### src/rtl/fetch_unit.sv
`default_nettype none
// ============================================================================
// Module      : fetch_unit
// Description : Instruction fetch stage with a 2-entry prefetch FIFO and
//               branch redirect; optional FETCH_PERF_EN adds perf counters.
// Revision    : 1.0 - initial release
// ============================================================================
module fetch_unit #(
    parameter int             AW       = 16,
    parameter int             DW       = 16,
    parameter logic [AW-1:0]  RESET_PC = 16'h0000
) (
    input  logic          clock_50_b7a,
    input  logic          cpu_reset_n,
    output logic          mem_req,
    output logic [AW-1:0] mem_addr,
    input  logic          mem_ack,
    input  logic [DW-1:0] mem_rdata,
    input  logic          redirect,
    input  logic [AW-1:0] redirect_pc,
    input  logic          halt,
    output logic          ir_valid,
    output logic [DW-1:0] ir_data,
    output logic [AW-1:0] ir_pc,
    input  logic          ir_ready
`ifdef FETCH_PERF_EN
    ,
    output logic [31:0]   perf_starve_cnt,
    output logic [15:0]   perf_flush_cnt
`endif
);

    typedef enum logic [1:0] {
        S_IDLE  = 2'd0,
        S_REQ   = 2'd1,
        S_DRAIN = 2'd2
    } state_t;

    state_t        r_state;
    state_t        w_state_n;
    logic [AW-1:0] r_fetch_pc;
    logic [AW-1:0] w_fetch_pc_n;
    logic [1:0]    r_count;
    logic [1:0]    w_count_n;
    logic          r_rptr;
    logic          r_wptr;
    logic [DW-1:0] r_fifo_data [2];
    logic [AW-1:0] r_fifo_pc   [2];
    logic [DW-1:0] r_ir_data;
    logic [AW-1:0] r_ir_pc;
    logic          r_mem_req;
    logic [AW-1:0] r_mem_addr;
    logic          w_push;
    logic          w_pop;
    logic          w_issue;

    assign mem_req  = r_mem_req;
    assign mem_addr = r_mem_addr;
    assign ir_valid = (r_count != 2'd0);
    assign ir_data  = r_ir_data;
    assign ir_pc    = r_ir_pc;

    always_ff @(posedge clock_50_b7a or negedge cpu_reset_n) begin
        if (!cpu_reset_n) r_state <= S_IDLE;
        else              r_state <= w_state_n;
    end

    // Redirect outranks everything: it kills the push, the pop and any issue.
    always_comb begin
        w_state_n    = r_state;
        w_issue      = 1'b0;
        w_push       = (r_state == S_REQ) && mem_ack && !redirect;
        w_pop        = (r_count != 2'd0) && ir_ready && !redirect;
        w_count_n    = redirect ? 2'd0
                                : (r_count + {1'b0, w_push} - {1'b0, w_pop});
        w_fetch_pc_n = redirect ? redirect_pc
                                : (w_push ? (r_fetch_pc + 1'b1) : r_fetch_pc);
        case (r_state)
            S_IDLE: begin
                if (!halt && (r_count < 2'd2) && !redirect) begin
                    w_state_n = S_REQ;
                    w_issue   = 1'b1;
                end
            end
            S_REQ: begin
                if (mem_ack) begin
                    if (!redirect && !halt && (w_count_n < 2'd2)) begin
                        w_state_n = S_REQ;
                        w_issue   = 1'b1;
                    end else begin
                        w_state_n = S_IDLE;
                    end
                end else if (redirect) begin
                    w_state_n = S_DRAIN;
                end
            end
            S_DRAIN: begin
                if (mem_ack) w_state_n = S_IDLE;
            end
            default: w_state_n = S_IDLE;
        endcase
    end

    always_ff @(posedge clock_50_b7a or negedge cpu_reset_n) begin
        if (!cpu_reset_n) begin
            r_fetch_pc <= RESET_PC;
            r_count    <= 2'd0;
            r_rptr     <= 1'b0;
            r_wptr     <= 1'b0;
            r_mem_req  <= 1'b0;
            r_mem_addr <= RESET_PC;
            r_ir_data  <= '0;
            r_ir_pc    <= '0;
        end else begin
            r_fetch_pc <= w_fetch_pc_n;
            r_count    <= w_count_n;
            r_mem_req  <= (w_state_n != S_IDLE);
            if (w_issue) r_mem_addr <= w_fetch_pc_n;
            if (redirect) begin
                r_rptr <= 1'b0;
                r_wptr <= 1'b0;
            end else begin
                if (w_push) r_wptr <= ~r_wptr;
                if (w_pop)  r_rptr <= ~r_rptr;
                // Head register tracks the next head; it holds when the FIFO empties.
                if (w_pop && (r_count == 2'd2)) begin
                    r_ir_data <= r_fifo_data[~r_rptr];
                    r_ir_pc   <= r_fifo_pc[~r_rptr];
                end else if (w_push && ((r_count == 2'd0) || w_pop)) begin
                    r_ir_data <= mem_rdata;
                    r_ir_pc   <= r_fetch_pc;
                end
            end
        end
    end

    always_ff @(posedge clock_50_b7a) begin
        if (w_push) begin
            r_fifo_data[r_wptr] <= mem_rdata;
            r_fifo_pc[r_wptr]   <= r_fetch_pc;
        end
    end

`ifdef FETCH_PERF_EN
    logic [31:0] r_starve_cnt;
    logic [15:0] r_flush_cnt;

    always_ff @(posedge clock_50_b7a or negedge cpu_reset_n) begin
        if (!cpu_reset_n) begin
            r_starve_cnt <= 32'd0;
            r_flush_cnt  <= 16'd0;
        end else begin
            if (!ir_valid && !halt) r_starve_cnt <= r_starve_cnt + 32'd1;
            if (redirect)           r_flush_cnt  <= r_flush_cnt + 16'd1;
        end
    end

    assign perf_starve_cnt = r_starve_cnt;
    assign perf_flush_cnt  = r_flush_cnt;
`endif

endmodule
`default_nettype wire

### config.mk
export PLATFORM = sky130hd
export DESIGN_NAME = fetch_unit
export DESIGN_NICKNAME = d
export VERILOG_FILES = /design/src/rtl/fetch_unit.sv
export SDC_FILE = /design/constraint.sdc
export NUM_CORES = 1
export LEC_CHECK = 0
export CAP_MARGIN = 40
export CORE_ASPECT_RATIO = 2
export CORE_UTILIZATION = 53
export DETAILED_ROUTE_END_ITERATION = 7
export GPL_ROUTABILITY_DRIVEN = 0
export PLACE_DENSITY_LB_ADDON = 0.25
export SYNTH_ARGS = -nofsm -noshare
export SYNTH_HDL_FRONTEND = slang
export SYNTH_SLANG_ARGS = --single-unit
export TNS_END_PERCENT = 5
### constraint.sdc
create_clock -name clock_50_b7a -period 3.3 [get_ports clock_50_b7a]
set_clock_uncertainty 0.1 [all_clocks]
set_input_delay 0.66 -clock clock_50_b7a [delete_from_list [all_inputs] [get_ports clock_50_b7a]]
set_output_delay 0.66 -clock clock_50_b7a [all_outputs]
set_load 0.05 [all_outputs]
* Word-level counts from Yosys, hierarchy flattened
Memories as Yosys holds them, arrays and structs flattened. Cells that the tools add are included.
Storage, ports and cells: flip-flop bits (word level) 71, memory bits (writable) 64, input bits 38, output and inout bits 50, logic and storage cells 66, memories 2
Memories:
- r_fifo_data | words 2, bits a word 16, read ports 1, clocked after Yosys merged registers in 0, write ports 1, RTL line 47 | logic [DW-1:0] r_fifo_data [2];
- r_fifo_pc | words 2, bits a word 16, read ports 1, clocked after Yosys merged registers in 0, write ports 1, RTL line 48 | logic [AW-1:0] r_fifo_pc [2];
Operators by class: $add $sub $neg 3, magnitude comparators 2, equality and inequality tests 3, multiplexer cells 23, bitwise logic cells 3, reduce and logical (&&, ||, !) cells 21
Operators with widths (number):
- $mux W16 | 6
- $add A16 B1 Y16 const B | 1
- $logic_and A1 B1 Y1 | 10
- $mux W1 | 10
- $mux W2 | 5
- $reduce_bool A2 Y1 | 5
- $pmux W2 S3 | 1
- $eq A2 B2 Y1 const B | 2
- $logic_not A2 Y1 | 2
- $lt A2 B2 Y1 const B | 2
- $not A1 Y1 | 3
- $add A2 B1 Y2 | 1
- $eq A2 B1 Y1 const B | 1
- $logic_not A1 Y1 | 2
- $pmux W1 S2 | 1
- $reduce_and A2 Y1 | 1
- $sub A2 B1 Y2 | 1
- $logic_or A1 B1 Y1 | 1

* Longest topological paths before layout
Gate-level depths: netlist of the first run.
word-level depth 12, gate-level depth with buffers 13, depth with buffers taken out 12

* Worst setup path after synthesis of the first run
Ideal clock, no wire load.
kind input-to-reg, start input redirect, end register r_mem_addr[12], in the netlist mem_addr[12], library setup time 0.125 ns, arrival 3.236 ns, required time 3.075 ns, setup slack -0.161 ns, stages 12, buffers on the path 4, path through clkbuf_1 clkbuf_1 buf_2 nor2_1 ha_1 inv_1 ha_1 xnor2_1 nor2_1 o31ai_2 buf_4 mux2_2
Between the ends: word-level cells in the longest chain between the ends 10, elaborated cells on any way between the ends 16, classes of those cells add/sub (2); order compare (1); mux (7); reduce/logical (6)
RTL lines:
- start, declared | RTL line 19 | input logic redirect,
- $logic_not A1 Y1
- $logic_and A1 B1 Y1 | RTL line 72 | w_push = (r_state == S_REQ) && mem_ack && !redirect;
- $add A2 B1 Y2 | RTL line 75 | : (r_count + {1'b0, w_push} - {1'b0, w_pop});
- $sub A2 B1 Y2 | RTL line 75
- $mux W2 | RTL line 74 | w_count_n = redirect ? 2'd0
- $lt A2 B2 Y1 | RTL line 87 | if (!redirect && !halt && (w_count_n < 2'd2)) begin
- $logic_and A1 B1 Y1 | RTL line 87
- $mux W1 | RTL line 87
- $mux W1 | RTL line 86 | if (mem_ack) begin
- $pmux W1 S2 | RTL line 78 | case (r_state)
- end signal, assigned | RTL line 118 | if (w_issue) r_mem_addr <= w_fetch_pc_n;
- end, declared | RTL line 52 | logic [AW-1:0] r_mem_addr;
Several ways; a longest one is shown, not always the timed one. A chain may end at the register's enable or synchronous reset.

* Worst setup path in the final report of the first run
start input mem_ack, end register r_mem_addr[13], in the netlist mem_addr[13]
Between the ends: word-level cells in the longest chain between the ends 10, elaborated cells on any way between the ends 12, classes of those cells add/sub (2); order compare (1); mux (6); reduce/logical (3)
RTL lines:
- start, declared | RTL line 17 | input logic mem_ack,
- $logic_and A1 B1 Y1 (2 in a row) | RTL line 72
- $add A2 B1 Y2 | RTL line 75
- $sub A2 B1 Y2 | RTL line 75
- $mux W2 | RTL line 74
- $lt A2 B2 Y1 | RTL line 87
- $logic_and A1 B1 Y1 | RTL line 87
- $mux W1 | RTL line 87
- $mux W1 | RTL line 86
- $pmux W1 S2 | RTL line 78
Several ways; a longest one is shown, not always the timed one.

==> impl_metrics.py, run 1 <==
metrics = {
    "finish": {
        "num-nets-final": 561,
        "fillers": 722,
        "final_util_pct": 72.0,
        "antenna_cells": 0,
        "syn2layout_area_growth_pct": 31.5,
        "drive_gt1_share_pct": 14.6,
        "multiInputGateArea_um2": 1750,
        "fin_area_um2": 7310,
        "register_area_um2": 3700,
    },
    "global_routing": {
        "grt_pass1_vias": 3766,
        "grt.total_usage_pct": 22.7,
        "grt_use_met2_pct": 38.6,
        "grt_busiest_layer": "met2",
        "use_met3_pct": 5.62,
        "antenna_found_initial": 0,
        "grt_pass1_wl_um": 18600,
        "use_met1_pct": 26.7,
        "grt_max_degree": 61,
        "grt_overflow": 0,
    },
    "min_path": {
        "holdCritPathClass": "flip-flop to flip-flop",
    },
    "power_and_ir_drop": {
        "power_switching_mw": 1.89,
        "peakVddDrop_uv": 459,
        "p_leak_nw": 2.74,
        "combPwrFrac_pct": 28.3,
        "power.internal_mw": 3.79,
        "pwr-share-clk_pct": 33.2,
        "p_sw_share_pct": 33.3,
        "p_seq_share_pct": 38.5,
        "finalPower_mw": 5.69,
        "cellPowerDensity_nw_per_um2": 778,
    },
    "worst_setup_path": {
        "crit_required_ns": 3.49,
        "r2r_cells": 12,
        "cp.arrival_ns": 3.22,
        "cpMaxStageDelayCell": "clkdlybuf4s50_1",
        "cp-end-kind": "flip-flop",
        "cp-endpoint": "mem_addr[13]",
        "ff2ff_setup_slack_ns": 0.47,
        "cp-startpoint": "mem_ack",
        "crit_chain": "clkdlybuf4s50_1, nand3b_4, or2_4, ha_1, inv_1, ha_1, xnor2_1, and3b_1, o31ai_4, buf_12, mux2_2",
        "r2r-start": "r_count[1]",
        "cp-start-kind": "input port",
        "slowest_delay_ns": 0.52,
        "crit_type": "input port to flip-flop",
        "reg2reg_to": "mem_addr[13]",
        "cp_common_cell": "ha_1",
        "critPathMaxFanout": 23,
    },
    "drt": {
        "routed_via_density": 5.36,
        "ant_nets": 0,
        "routedWlPerCell_um": 16.8,
        "remaining_drc_errors": 0,
        "drt-pass1-iter-count": 6,
        "vias": 3583,
        "routed_wl_um": 11200,
        "drtIter0Drc": 152,
    },
    "die": {
        "core_area_um2": 10100,
        "start_util_pct": 54.8,
        "die-area_um2": 10900,
        "row_count": 52,
        "ios": 88,
        "fp.dieH_um": 147,
        "dieWidth_um": 74.4,
    },
    "synthesis": {
        "synth.cell_area_um2": 5560,
        "ys.warnings.count": 0,
        "synth_edf_count": 64,
        "synth_area_per_cell_um2": 13.2,
        "syn_nets": 462,
        "synth_seq_area_share_pct": 66.5,
        "synth_ff_type": "dfrtp_1",
        "ys_types": 39,
        "synth_seq_cells": 135,
        "syn_inst": 421,
        "ys_async_sr_fraction_pct": 52.6,
    },
    "clocking": {
        "cts_root_buf": "clkbuf_16",
        "cts_setup_buffers": 0,
        "cts_resized": 0,
        "worstSkewPairLatency_ns": 0.41,
        "cts_tree": "built",
        "htreeDepth": 4,
        "cts_sinks": 135,
        "cts_buffers": 17,
        "clockBufferDepth": 2,
        "clk_pin_slew_ns": 0.06,
        "ctsHoldBuffers": 1,
    },
    "timing": {
        "worst_slack_ns": 0.266,
        "rsz0062_at_grt": "false",
        "min_period_ns": 3.03,
        "drv_slew": 0,
        "finalSetupViolations": 0,
        "max_slew_margin_pct": 60.1,
        "hold_violations": 0,
        "worstMarginPinSlew_ns": 0.599,
        "fmax_ghz": 0.330,
        "post-route-period-util_pct": 91.9,
    },
    "placement": {
        "placed_area_um2": 6700,
        "hpwl_um": 7560,
        "port-buffer-count": 87,
        "place_ws_ns": -0.169,
    },
    "status": {
        "outcome": "finished clean",
    },
    "run": {
        "maxCapViolCount": 0,
    },
}
worst max-delay path: cells and delay by family:
family	cells	cell delay, ns
xor gates and xnor gates	1	0.16
muxes	1	0.35
buffers and inverters	3	0.76
adders and majority gates	2	0.45
and+or+nand+nor	3	0.54
AOI/OAI and AO/OA	1	0.28
power by group through the flow:
stage | Clock, mW | Sequential [mW] | Combinational, mW
floorplan | 0 | 2.91 | 0.317
global route | 2.00 | 2.22 | 1.68
finish | 1.89 | 2.19 | 1.61
global placement | 0 | 2.22 | 1.58
CTS | 1.92 | 2.19 | 1.62
detailed placement | 0 | 2.22 | 1.62
per-stage QoR:
| step | TNS (ns) | cells | hold WS (ns) |
|---|---|---|---|
| after global routing | 0 | 668 | 0.398 |
| after floorplan | 0 | 421 | 0.264 |
| after CTS | 0 | 668 | 0.386 |
| final | 0 | 668 | 0.380 |
| after global placement | -0.676 | 632 | 0.361 |
| after detailed placement | -1.68 | 635 | 0.373 |
logic make-up (layout without fill, tap and decap cells):
| logic type | Yosys count | after routing | synth area share [%] |
|---|---|---|---|
| fa+ha+maj | 3 | 3 | 0.675 |
| compound gates | 71 | 71 | 8.24 |
| simple gates | 111 | 111 | 9.25 |
| buf+inv | 30 | 142 | 2.50 |
| xor+xnor | 18 | 18 | 2.84 |
| mux | 53 | 53 | 9.97 |
| flops | 135 | 135 | 66.5 |
area by class of cell:
class | count | share of cell area, %
clock inverters | 15 | 2.43
clock buffers | 17 | 5.82
flip-flops and latches | 135 | 50.6
inverters | 8 | 0.411
multi-input cells | 256 | 24.0
repair buffers | 102 | 14.4
well taps | 135 | 2.31
synth_stat cells (all sizes together) (7+ instances only):
master  count  area (um2)
dfrtp      71        1780
nand2      66         248
edfxtp     64        1920
o21ai      45         225
mux2i      34         340
mux2       19         214
nor2       17        63.8
o221a      14         158
clkbuf     13        48.8
xor2       11        96.3
buf         9        60.1
a21oi       8        40.0
inv         8        30.0
xnor2       7        61.3
placed cells by master (no fill, tap or decap), types with 2 or more instances in the layout:
master,count
nor2_4,3
o21ai_0,45
inv_6,3
clkinvlp_4,4
edfxtp_1,64
mux2i_1,34
clkinv_4,2
nor2_1,14
clkinv_2,2
nand4_1,4
nor4_1,2
nand3_1,3
buf_16,2
mux2_2,19
ha_1,3
buf_4,10
o221a_2,4
nor3_1,4
dfrtp_1,70
inv_1,8
and4_1,2
buf_12,2
xor2_1,11
o221a_1,10
bufinv_16,3
xnor2_1,7
nand2_1,66
a21oi_1,8
clkdlybuf4s50_1,86
nand3b_1,2
clkbuf_16,17
how the worst min path moves through the flow:
stage / endpoint / start / slack, ns / depth (start not counted)
after global routing: ir_data[14] / ir_data[14] / 0.40 / 2
after CTS: ir_data[8] / ir_data[8] / 0.39 / 2
after detailed placement: ir_data[8] / ir_data[8] / 0.37 / 2
after global placement: ir_data[5] / ir_data[5] / 0.36 / 2
after floorplan: ir_data[0] / cpu_reset_n / 0.26 / 0
final: ir_data[8] / ir_data[8] / 0.38 / 2
registers in the layout, summed over array words and instances, names as in the netlist:
register / flops
r_fifo_data: 32
r_fifo_pc: 32
ir_data: 16
ir_pc: 16
mem_addr: 16
r_fetch_pc: 16
r_count: 2
r_state: 2
mem_req: 1
r_rptr: 1
r_wptr: 1
routing by layer:
metal	routed length [um]	share of wire (%)	up-vias
met3	391	3.5	13
met5	0	0	-
met2	6180	55	87
met1	4420	39	1775
met4	224	2.0	0
li1	-	-	1708
Note: power is estimated with default switching activity, not from simulation.
==> inputs of run 2 (changes only) <==
CORE_MARGIN = 2   (was default)
==> impl_metrics.py, run 2 (synthesis gave the netlist of run 1 again) <==
metrics = {
    "die": {
        "start_util_pct": 54.8,
        "die-area_um2": 11400,
        "core_area_um2": 10100,
        "row_count": 52,
        "ios": 88,
        "fp.dieH_um": 149,
        "dieWidth_um": 76.4,
    },
    "finish": {
        "antenna_cells": 0,
        "top_regs": "r_fifo_data: 32 flops, r_fifo_pc: 32 flops",
        "syn2layout_area_growth_pct": 31.6,
        "drive_gt1_share_pct": 14.4,
        "num-nets-final": 562,
        "final_cell_mix": "clkdlybuf4s50_1 (86), dfrtp_1 (70), nand2_1 (66)",
        "final_util_pct": 72.1,
        "layout_commonest_cell": "clkdlybuf4s50_1",
        "fin_area_um2": 7320,
    },
    "global_routing": {
        "grt_pass1_wl_um": 19100,
        "grt_busiest_layer": "met2",
        "use_met3_pct": 5.15,
        "grt.total_usage_pct": 21.9,
        "grt_max_degree": 61,
        "grt_overflow": 0,
        "grt_use_met2_pct": 38.4,
        "grt_pass1_vias": 3847,
        "antenna_found_initial": 0,
        "use_met1_pct": 25.2,
    },
    "min_path": {
        "hold_end": "ir_data[3]",
        "holdCritPathClass": "flip-flop to flip-flop",
        "hold_depth": 2,
        "min-delay-start": "ir_data[3]",
    },
    "status": {
        "outcome": "finished clean",
    },
    "drt": {
        "vias": 3604,
        "remaining_drc_errors": 0,
        "ant_nets": 0,
        "drtIter0Drc": 127,
        "routedWlPerCell_um": 17.3,
        "drt-pass1-iter-count": 4,
        "routed_via_density": 5.39,
        "routed_wl_um": 11600,
    },
    "power_and_ir_drop": {
        "p_leak_nw": 2.75,
        "peakVddDrop_uv": 476,
        "cellPowerDensity_nw_per_um2": 786,
    },
    "clocking": {
        "htreeDepth": 4,
        "cts_root_buf": "clkbuf_16",
        "cts_tree": "built",
        "cts_setup_buffers": 0,
        "clockBufferDepth": 2,
        "clk_pin_slew_ns": 0.06,
        "cts_buffers": 17,
        "cts_resized": 0,
        "cts_sinks": 135,
        "worstSkewPairLatency_ns": 0.40,
    },
    "timing": {
        "finalSetupViolations": 0,
        "worstMarginPinSlew_ns": 0.596,
        "min_period_ns": 3.10,
        "drv_slew": 0,
        "max_slew_margin_pct": 60.3,
        "rsz0062_at_grt": "false",
        "post-route-period-util_pct": 94.0,
        "fmax_ghz": 0.322,
        "hold_violations": 0,
    },
    "worst_setup_path": {
        "crit_type": "input port to flip-flop",
        "crit_required_ns": 3.49,
        "cp_common_cell": "ha_1",
        "cp.arrival_ns": 3.29,
        "cp-startpoint": "mem_ack",
        "slowest_delay_ns": 0.52,
        "cp-end-kind": "flip-flop",
        "critPathMaxFanout": 6,
        "r2r-start": "r_count[1]",
        "cp-start-kind": "input port",
        "r2r_cells": 12,
        "reg2reg_to": "mem_addr[0]",
        "cpMaxStageDelayCell": "clkdlybuf4s50_1",
        "crit_chain": "clkdlybuf4s50_1, nand3b_4, or2_4, ha_1, inv_1, ha_1, xnor2_1, nor2_1, o31ai_4, buf_4, mux2_2",
        "ff2ff_setup_slack_ns": 0.40,
    },
    "run": {
        "maxCapViolCount": 0,
    },
    "placement": {
        "placed_area_um2": 6690,
        "hpwl_um": 7660,
        "port-buffer-count": 87,
    },
}
-- run 2: cell types whose count changed in the layout (fill, tap and decap cells not counted), sizes merged --
cell / previous run / this run
buf: 15 / 16
bufinv: 3 / 4
clkbuf: 17 / 19
clkinv: 5 / 7
clkinvlp: 4 / 2
inv: 11 / 8
-- run 2: worst max-delay path: cells and delay by family --
kind / cells / cell delay, ns
AO/OA/AOI/OAI: 1 / 0.29
AND/OR/NAND/NOR: 3 / 0.46
adder cells (fa/ha/maj): 2 / 0.49
XOR/XNOR: 1 / 0.28
buffers and inverters: 3 / 0.78
multiplexers: 1 / 0.33
-- run 2: how the worst max path moves through the flow --
stage / endpoint / slack [ns] / cells after the start
5_1_grt: mem_addr[0] / 0.08 / 11
3_5_place_dp: mem_addr[0] / -0.22 / 11
2_1_floorplan: mem_addr[12] / 0.01 / 12
6_report: mem_addr[0] / 0.20 / 11
3_3_place_gp: mem_addr[0] / -0.09 / 11
4_1_cts: mem_addr[2] / 0.21 / 11
-- run 2: area by class of cell --
class                      count  area, um2
clock inverter                13        179
clock buffer                  19        443
sequential                   135       3700
fill                         738       2830
inverter                       8       30.0
timing repair buffer         103       1040
multi-input combinational    256       1750
tap                          135        169
-- run 2: layer usage --
layer / part of all wire [%] / up-vias / wire length, um
met3: 3.5 / 14 / 407
met2: 54 / 101 / 6300
met5: 0 / - / 0
li1: - / 1715 / -
met4: 2.1 / 0 / 247
met1: 40 / 1774 / 4640
-- run 2: power by group --
| group | internal [mW] | switching [mW] |
|---|---|---|
| Clock | 1.28 | 0.673 |
| Combinational | 0.586 | 1.02 |
| Sequential | 2.02 | 0.174 |
| Total | 3.88 | 1.87 |
-- run 2: repair_timing --
action / in CTS / in global routing
setup endpoints to repair: 0 / 0
hold endpoints to repair: 11 / 0
hold buffers: 1 / 0
-- run 2: stage by stage --
stage	setup slack (ns)	setup TNS [ns]	instances	power (mW)	hold slack [ns]
floorplan	0.0115	0	421	3.22	0.264
global placement	-0.0943	-0.959	633	3.80	0.361
detailed placement	-0.218	-2.30	636	3.84	0.371
CTS	0.214	0	669	5.81	0.384
global route	0.0828	0	669	5.97	0.410
finish	0.198	0	669	5.75	0.374
==> inputs of run 3 (changes only) <==
MAX_ROUTING_LAYER = met4   (was default)
==> impl_metrics.py, run 3 (synthesis gave the netlist of run 1 again) <==
metrics = {
    "status": {
        "outcome": "finished clean",
    },
    "global_routing": {
        "grt.total_usage_pct": 22.6,
        "grt_overflow": 0,
        "grt_pass1_wl_um": 19200,
        "grt_pass1_vias": 3840,
        "antenna_found_initial": 0,
        "grt_max_degree": 61,
    },
    "clocking": {
        "worstSkewPairLatency_ns": 0.41,
        "htreeDepth": 4,
        "cts_resized": 0,
        "clk_pin_slew_ns": 0.06,
        "clockBufferDepth": 2,
        "ctsHoldBuffers": 1,
        "cts_setup_buffers": 0,
        "cts_sinks": 135,
        "cts_root_buf": "clkbuf_16",
        "cts_tree": "built",
        "cts_buffers": 17,
    },
    "timing": {
        "min_period_ns": 3.12,
        "hold_violations": 0,
        "max_slew_margin_pct": 60.5,
        "tns_ns": 0,
        "fmax_ghz": 0.321,
        "rsz0062_at_grt": "false",
        "post-route-period-util_pct": 94.4,
        "finalSetupViolations": 0,
        "worstMarginPinSlew_ns": 0.592,
        "drv_slew": 0,
        "worst_slack_ns": 0.185,
    },
    "die": {
        "fp.dieH_um": 149,
        "start_util_pct": 54.8,
        "ios": 88,
        "core_area_um2": 10100,
        "dieWidth_um": 76.4,
        "row_count": 52,
        "die-area_um2": 11400,
    },
    "finish": {
        "num-nets-final": 562,
        "fin_cells": 669,
        "drive_gt1_share_pct": 14.4,
        "fillers": 738,
        "layout_commonest_cell": "clkdlybuf4s50_1",
        "final_cell_mix": "clkdlybuf4s50_1 (86), dfrtp_1 (70), nand2_1 (66)",
        "top_regs": "r_fifo_data: 32 flops, r_fifo_pc: 32 flops",
        "syn2layout_area_growth_pct": 31.6,
        "antenna_cells": 0,
    },
    "worst_setup_path": {
        "crit_required_ns": 3.49,
        "cp-startpoint": "mem_ack",
        "cp-end-kind": "flip-flop",
        "cp-start-kind": "input port",
        "critPathMaxFanout": 6,
        "r2r-start": "r_count[1]",
        "crit_type": "input port to flip-flop",
        "cp.arrival_ns": 3.31,
    },
    "min_path": {
        "min-delay-start": "ir_data[3]",
        "holdCritPathClass": "flip-flop to flip-flop",
    },
    "placement": {
        "place_inst": 636,
        "hpwl_um": 7660,
        "place_ws_ns": -0.218,
        "port-buffer-count": 87,
    },
    "drt": {
        "drt-pass1-iter-count": 5,
        "routedWlPerCell_um": 17.4,
        "vias": 3640,
        "routed_via_density": 5.44,
        "drtIter0Drc": 143,
        "remaining_drc_errors": 0,
        "ant_nets": 0,
        "routed_wl_um": 11700,
    },
    "run": {
        "maxCapViolCount": 0,
    },
    "power_and_ir_drop": {
        "p_leak_nw": 2.75,
        "peakVddDrop_uv": 474,
        "cellPowerDensity_nw_per_um2": 787,
    },
}
run 3: cell counts in the layout (fill, tap and decap cells not counted):
No cell type changed its count.
run 3: worst paths after layout:
| check | endpoint | slack (ns) | cells past startpoint |
|---|---|---|---|
| max | mem_addr[0] | 0.18 | 11 |
| min | ir_data[3] | 0.37 | 2 |
| max reg2reg | mem_addr[0] | 0.37 | 12 |
| min reg2reg | ir_data[3] | 0.37 | 2 |
| max in group asynchronous | r_rptr | 2.00 | 3 |
| min in group asynchronous | mem_addr[13] | 0.54 | 2 |
run 3: metal layers:
layer	global-route usage [%]	vias up	routed length [um]
met2	38.4	117	6300
met5	-	-	0
li1	-	1715	-
met3	4.66	22	445
met1	25.4	1786	4620
met4	11.0	0	312
run 3: final cells by class:
class                   count  area, um2  area share (%)
inverters                   8       30.0           0.410
well taps                 135        169            2.31
repair buffers            103       1040            14.3
clock buffers              19        443            6.05
flip-flops and latches    135       3700            50.6
multi-input cells         256       1750            24.0
clock inverters            13        179            2.45
run 3: critical path, stage by stage:
cell             delay [ns]
clkdlybuf4s50_1        0.52
nand3b_4               0.09
or2_4                  0.24
ha_1                   0.30
inv_1                  0.06
ha_1                   0.19
xnor2_1                0.28
nor2_1                 0.13
o31ai_4                0.29
buf_4                  0.20
mux2_2                 0.33
run 3: power breakdown:
| group | total (mW) | switching [mW] | internal [mW] |
|---|---|---|---|
| logic | 1.61 | 1.02 | 0.587 |
| clock network | 1.95 | 0.675 | 1.28 |
| registers | 2.19 | 0.175 | 2.02 |
run 3: through the flow:
| stage | instance area (um2) | utilization (%) | total power, mW | hold WS (ns) |
|---|---|---|---|---|
| finish | 7320 | 72.1 | 5.76 | 0.374 |
| global route | 7320 | 72.1 | 5.97 | 0.410 |
| CTS | 7320 | 72.1 | 5.81 | 0.384 |
| detailed placement | 6690 | 65.9 | 3.84 | 0.371 |
| global placement | 6620 | 65.2 | 3.80 | 0.361 |
| floorplan | 5570 | - | 3.22 | 0.264 |
